--- src/rtl/hermes_input_buffer.sv ---
// Hermes router input buffer: credit-based link FIFO feeding the crossbar.
// Requests a route for each packet header, then streams header, size and
// payload flits under per-flit acknowledge, flagging the last flit read.
module hermes_input_buffer #(
    parameter int unsigned FLIT_SIZE   = 32,
    parameter int unsigned BUFFER_SIZE = 8
) (
    input  logic                 clk_i,
    input  logic                 rst_ni,
    input  logic                 rx_i,
    input  logic [FLIT_SIZE-1:0] data_i,
    output logic                 credit_o,
    output logic                 req_o,
    input  logic                 ack_h_i,
    output logic                 data_av_o,
    output logic [FLIT_SIZE-1:0] data_o,
    input  logic                 data_ack_i,
    output logic                 sender_o,
    output logic                 eop_o
);

    localparam int unsigned PtrW = $clog2(BUFFER_SIZE);
    localparam int unsigned CntW = PtrW + 1;
    localparam logic [CntW-1:0] Full = CntW'(BUFFER_SIZE);

    typedef enum logic [2:0] {
        StIdle,
        StReq,
        StHeader,
        StSize,
        StPayload
    } state_e;

    state_e                 state_q, state_d;
    logic [FLIT_SIZE-1:0]   storage_q [BUFFER_SIZE];
    logic [PtrW-1:0]        rd_ptr_q, wr_ptr_q;
    logic [CntW-1:0]        count_q;
    logic [FLIT_SIZE-1:0]   pay_cnt_q, pay_cnt_d;
    logic                   wr_en, rd_en;

    // A flit is only accepted while a credit is advertised; full-buffer arrivals are dropped.
    assign credit_o = (count_q != Full);
    assign wr_en    = rx_i && credit_o;
    assign rd_en    = data_av_o && data_ack_i;
    assign data_o   = storage_q[rd_ptr_q];
    assign sender_o = (state_q == StHeader) || (state_q == StSize) || (state_q == StPayload);

    // Flit storage, written at the tail.
    always_ff @(posedge clk_i or negedge rst_ni) begin
        if (!rst_ni) begin
            storage_q <= '{default: '0};
        end else if (wr_en) begin
            storage_q[wr_ptr_q] <= data_i;
        end
    end

    // Head/tail pointers; power-of-two depth makes the wrap implicit.
    always_ff @(posedge clk_i or negedge rst_ni) begin
        if (!rst_ni) begin
            wr_ptr_q <= '0;
            rd_ptr_q <= '0;
        end else begin
            if (wr_en) begin
                wr_ptr_q <= wr_ptr_q + PtrW'(1);
            end
            if (rd_en) begin
                rd_ptr_q <= rd_ptr_q + PtrW'(1);
            end
        end
    end

    // Occupancy: a simultaneous write and read leaves it unchanged.
    always_ff @(posedge clk_i or negedge rst_ni) begin
        if (!rst_ni) begin
            count_q <= '0;
        end else begin
            unique case ({wr_en, rd_en})
                2'b10:   count_q <= count_q + CntW'(1);
                2'b01:   count_q <= count_q - CntW'(1);
                default: count_q <= count_q;
            endcase
        end
    end

    // Packet FSM state and remaining-payload counter.
    always_ff @(posedge clk_i or negedge rst_ni) begin
        if (!rst_ni) begin
            state_q   <= StIdle;
            pay_cnt_q <= '0;
        end else begin
            state_q   <= state_d;
            pay_cnt_q <= pay_cnt_d;
        end
    end

    // Packet FSM next state and handshake outputs.
    always_comb begin
        state_d   = state_q;
        pay_cnt_d = pay_cnt_q;
        req_o     = 1'b0;
        data_av_o = 1'b0;
        eop_o     = 1'b0;
        unique case (state_q)
            StIdle: begin
                if (count_q != '0) begin
                    state_d = StReq;
                end
            end
            StReq: begin
                req_o = 1'b1;
                if (ack_h_i) begin
                    state_d = StHeader;
                end
            end
            StHeader: begin
                // The header that raised the request is still at the head.
                data_av_o = 1'b1;
                if (data_ack_i) begin
                    state_d = StSize;
                end
            end
            StSize: begin
                data_av_o = (count_q != '0);
                if ((count_q != '0) && data_ack_i) begin
                    pay_cnt_d = data_o;
                    if (data_o == '0) begin
                        eop_o   = 1'b1;
                        state_d = StIdle;
                    end else begin
                        state_d = StPayload;
                    end
                end
            end
            StPayload: begin
                // Starvation mid-packet simply holds state and counter.
                data_av_o = (count_q != '0);
                if ((count_q != '0) && data_ack_i) begin
                    pay_cnt_d = pay_cnt_q - FLIT_SIZE'(1);
                    if (pay_cnt_q == FLIT_SIZE'(1)) begin
                        eop_o   = 1'b1;
                        state_d = StIdle;
                    end
                end
            end
            default: begin
                state_d = StIdle;
            end
        endcase
    end

endmodule

--- config.mk ---
export PLATFORM = sky130hd
export DESIGN_NAME = hermes_input_buffer
export DESIGN_NICKNAME = d
export VERILOG_FILES = /design/src/rtl/hermes_input_buffer.sv
export SDC_FILE = /design/constraint.sdc
export NUM_CORES = 1
export LEC_CHECK = 0
export ABC_AREA = 1
export BUFFER_PORTS_ARGS = -buffer_cell sky130_fd_sc_hd__buf_2
export CORE_MARGIN = 2
export CORE_UTILIZATION = 64
export CTS_BUF_LIST = sky130_fd_sc_hd__clkbuf_8
export DETAILED_ROUTE_END_ITERATION = 8
export PLACE_DENSITY = 0.82
export SYNTH_ARGS = -nofsm -noshare
export SYNTH_HDL_FRONTEND = slang
export SYNTH_SLANG_ARGS = --single-unit
--- constraint.sdc ---
create_clock -name clk_i -period 2.75 [get_ports clk_i]
set_input_delay 0.55 -clock clk_i [delete_from_list [all_inputs] [get_ports clk_i]]
set_output_delay 0.55 -clock clk_i [all_outputs]
set_load 0.1 [all_outputs]
==> results.tsv <==
stage	metric	value	unit
placed_design	gpl congestion	0.905	
clock_network	Worst-path clk slew	70	ps
setup_path	type of the worst setup path	reg -> out	
layout	share of post-route cells with drive strength above 1	14.8	%
clock_network	clock tree from TritonCTS	yes	
global_routing	Remaining Overflow, GRT	0	
sta	transition time at the pin with the least slew margin	769	ps
clock_network	worst skew pair latency	590	ps
sta	Max Transition Viols Final	0	
route	number of antenna-violating nets in the routed design	0	
clock_network	H-tree depth reported by CTS	2	
sta	number of hold violations in the final report	0	
floorplanning	Die Y	159	um
floorplanning	ports placed on the boundary	74	
setup_path	Max stage delay on crit path	530	ps
floorplanning	Core ar.	23500	sq um
synthesis	synthesized netlist net count	2106	
route	DRT iter0 DRCs	1801	
setup_path	startpoint of the worst register-to-register path	state_q[2]	
route	Via-to-Cell Ratio	5.76	
floorplanning	Die Width	159	um
synthesis	Post-Synthesis Cells	2061	
synthesis	count of distinct cell types in the synthesized netlist	36	
run_status	violated checks	negative setup slack	
sta	setup repair after global routing missed its margin	yes	
global_routing	pin count of the biggest net entering global routing	85	
sta	setup clock skew after layout	14.2	ps
route	wire length after detailed routing	42900	um
run_status	outcome	finished with violations	
setup_path	CP arrival	2810	ps
hold_path	terminating pin of the worst hold path	wr_ptr_q[0]	
route	total number of vias	14400	
sta	final setup fails	12	
sta	worst setup margin	-610	ps
setup_path	crit start category	flop	
clock_network	cell at the root of the clock tree	clkbuf_8	
layout	number of filler cells placed in the layout	1551	
global_routing	aggregate global-route resource usage	33.0	%
hold_path	worst hold path startpoint	rx_i	
flow_run	max-cap violations	0	
global_routing	first-pass GRT wire length	68700	um
setup_path	maximum net fanout on the critical path	16	
floorplanning	starting utilization of the core area	65.4	%
synthesis	number of flip-flops and latches in the synthesized netlist	301	
synthesis	share of the synthesized area in the top cell type	48.9	%
synthesis	netlist area before placement	15400	sq um
setup_path	cells traversed along the worst timing path	clkinv_8, clkbuf_16, o21ai_0, nand3_1, nand2_2, nand2_1, nor2_2, nand2_1, nor2_1, nand2_2, a21oi_4, buf_12	
synthesis	Yosys Warn Count	0	
sta	worst hold slack	288	ps
global_routing	number of global-route vias before repair	14100	
setup_path	FF-to-FF path depth	16	
layout	number of antenna cells inserted	0	
setup_path	Worst path slowest cell	dfrtp_4	
clock_network	clk buf depth	3	
setup_path	minimum setup slack among reg-to-reg paths	160	ps
synthesis	proportion of synthesized chip area in sequential cells	48.9	%
synthesis	mean instance size in the synthesized netlist	7.47	sq um
route	detailed-route wire length per cell	17.2	um
setup_path	Reg2Reg Capture Point	count_q[3]	
sta	highest attainable clock frequency	0.298	GHz
sta	final period utilization	122	%
floorplanning	number of rows in the core area	56	
setup_path	data required time at the worst endpoint	2200	ps
clock_network	number of clock sinks seen by CTS	301	
layout	nets@finish	2187	
placed_design	final HPWL from detailed placement	25800	um
sta	headroom to the max-slew limit	48.6	%
hold_path	Hold Path Depth	3	
synthesis	dominant cells by area after synthesis	dfrtp_1 49%, nand2_1 18%, o21ai_0 9.0%	
hold_path	path class of the lowest-slack min-delay path	in -> reg	
route	detailed-router iteration count before antenna repair	8	
floorplanning	die footprint	25300	sq um
sta	min cycle time layout	3360	ps
layout	growth of design area from synthesis to finish	20.0	%
global_routing	antenna violations before repair	0	
route	residual DRC count	0	
placed_design	number of buffers inserted by port buffering	73	
setup_path	category of the worst setup path capture point	output port	
synthesis	cell taking the most area after synthesis	dfrtp_1	
clock_network	TritonCTS Buffers	50	
==> metal layers <==
layer  routed length, um  part of all wire [%]  GRT usage (%)  vias to the layer above
met5                   0                     0              0                        -
met4                1550                   3.6           15.3                        0
met3                3930                   9.1           6.36                      157
met2               20700                    48           54.3                      767
met1               16700                    39           42.7                     6862
li1                    -                     -              -                     6631
==> cell families (layout without fill, tap and decap cells) <==
| family | count (synthesis) | in the layout | share of synthesized area, % |
|---|---|---|---|
| AO/OA/AOI/OAI | 368 | 368 | 12.2 |
| XOR/XNOR | 23 | 23 | 1.31 |
| adder cells (fa/ha/maj) | 8 | 8 | 0.699 |
| buffers and inverters | 375 | 496 | 10.4 |
| flip-flops | 301 | 301 | 48.9 |
| AND/OR/NAND/NOR | 986 | 986 | 26.5 |
==> area by class of cell <==
| cell class | count | area (sq um) | share of cell area (%) |
|---|---|---|---|
| tap | 319 | 399 | 2.16 |
| multi-input combinational | 1385 | 6460 | 35.0 |
| timing repair buffer | 141 | 1850 | 10.0 |
| clock buffer | 65 | 895 | 4.84 |
| clock inverter | 27 | 302 | 1.63 |
| inverter | 263 | 1030 | 5.57 |
| sequential | 301 | 7540 | 40.8 |
==> worst max-delay path, delay by kind of cell (launching register included) <==
family | cells | cell delay, ps
and+or+nand+nor | 7 | 770
AOI/OAI and AO/OA | 2 | 390
DFF | 1 | 530
buffers and inverters | 3 | 540
==> stage by stage <==
step	cell area [sq um]	utilization, %	cells	setup slack [ps]	TNS (ps)
3_5_place_dp	16900	71.7	2405	-129	-129
3_3_place_gp	16900	71.7	2405	-87.6	-87.6
6_report	18500	78.5	2501	-610	-1160
5_1_grt	18500	78.5	2501	-720	-2730
4_1_cts	18200	77.1	2498	-535	-879
2_1_floorplan	15400	-	2061	25.1	0
==> cell usage after synthesis <==
library cell / count
buf_4: 16
nand4_2: 1
nor2_2: 1
nor2_1: 72
nand3_1: 149
buf_6: 12
a211oi_1: 1
o21ai_1: 39
xnor2_1: 2
o21bai_1: 1
nand2_2: 1
nor3_1: 6
buf_1: 9
buf_2: 37
clkbuf_1: 38
nand2_1: 736
o21ai_0: 277
a22oi_1: 1
a31oi_1: 1
nor2_4: 2
nand3b_1: 1
inv_2: 9
o21ai_2: 3
nand4_4: 7
xor2_1: 21
dfrtp_1: 301
o211ai_1: 1
a21oi_1: 40
ha_1: 7
a21boi_0: 1
nor4_1: 1
o22ai_1: 3
inv_1: 251
clkinv_1: 3
fa_1: 1
nand4_1: 9
==> cell usage in the layout (no fill, tap or decap), types with 7 or more instances in the layout <==
| cell type | count |
|---|---|
| buf_12 | 60 |
| nand3_2 | 18 |
| dfrtp_1 | 299 |
| nand4_4 | 8 |
| o21ai_0 | 277 |
| clkbuf_8 | 65 |
| buf_6 | 15 |
| inv_1 | 239 |
| o21ai_1 | 35 |
| nand4_1 | 9 |
| inv_4 | 8 |
| nor2_1 | 67 |
| nand2_1 | 715 |
| buf_4 | 22 |
| inv_2 | 24 |
| buf_2 | 37 |
| o21ai_2 | 7 |
| nand3_1 | 131 |
| xor2_1 | 21 |
| a21oi_1 | 39 |
| nand2_2 | 21 |
| bufinv_16 | 7 |
==> flip-flops by register name, indices dropped and copies added, names as in the netlist <==
name	count
rd_ptr_q	3
pay_cnt_q	32
count_q	4
wr_ptr_q	3
state_q	3
storage_q	256
==> how the worst max path moves through the flow <==
stage,startpoint,endpoint,cells after the start
finish,rd_ptr_q[0],eop_o,12
global placement,rd_ptr_q[0],eop_o,13
detailed placement,rd_ptr_q[0],eop_o,13
CTS,rd_ptr_q[0],eop_o,13
global route,rd_ptr_q[0],eop_o,13
floorplan,state_q[0],count_q[3],18
==> what timing repair did <==
item                                    in CTS  in global routing
hold endpoints to repair                     1                  0
pin swaps                                    0                  1
buffers inserted                             0                  1
endpoints found under the setup margin      28                 34
hold buffers                                 1                  0
gates resized for setup                     31                 87
gates cloned                                 0                  2
Power is left out: the tool's default activity adds up to more than one toggle a clock period on the data nets, which glitch-free logic cannot reach.
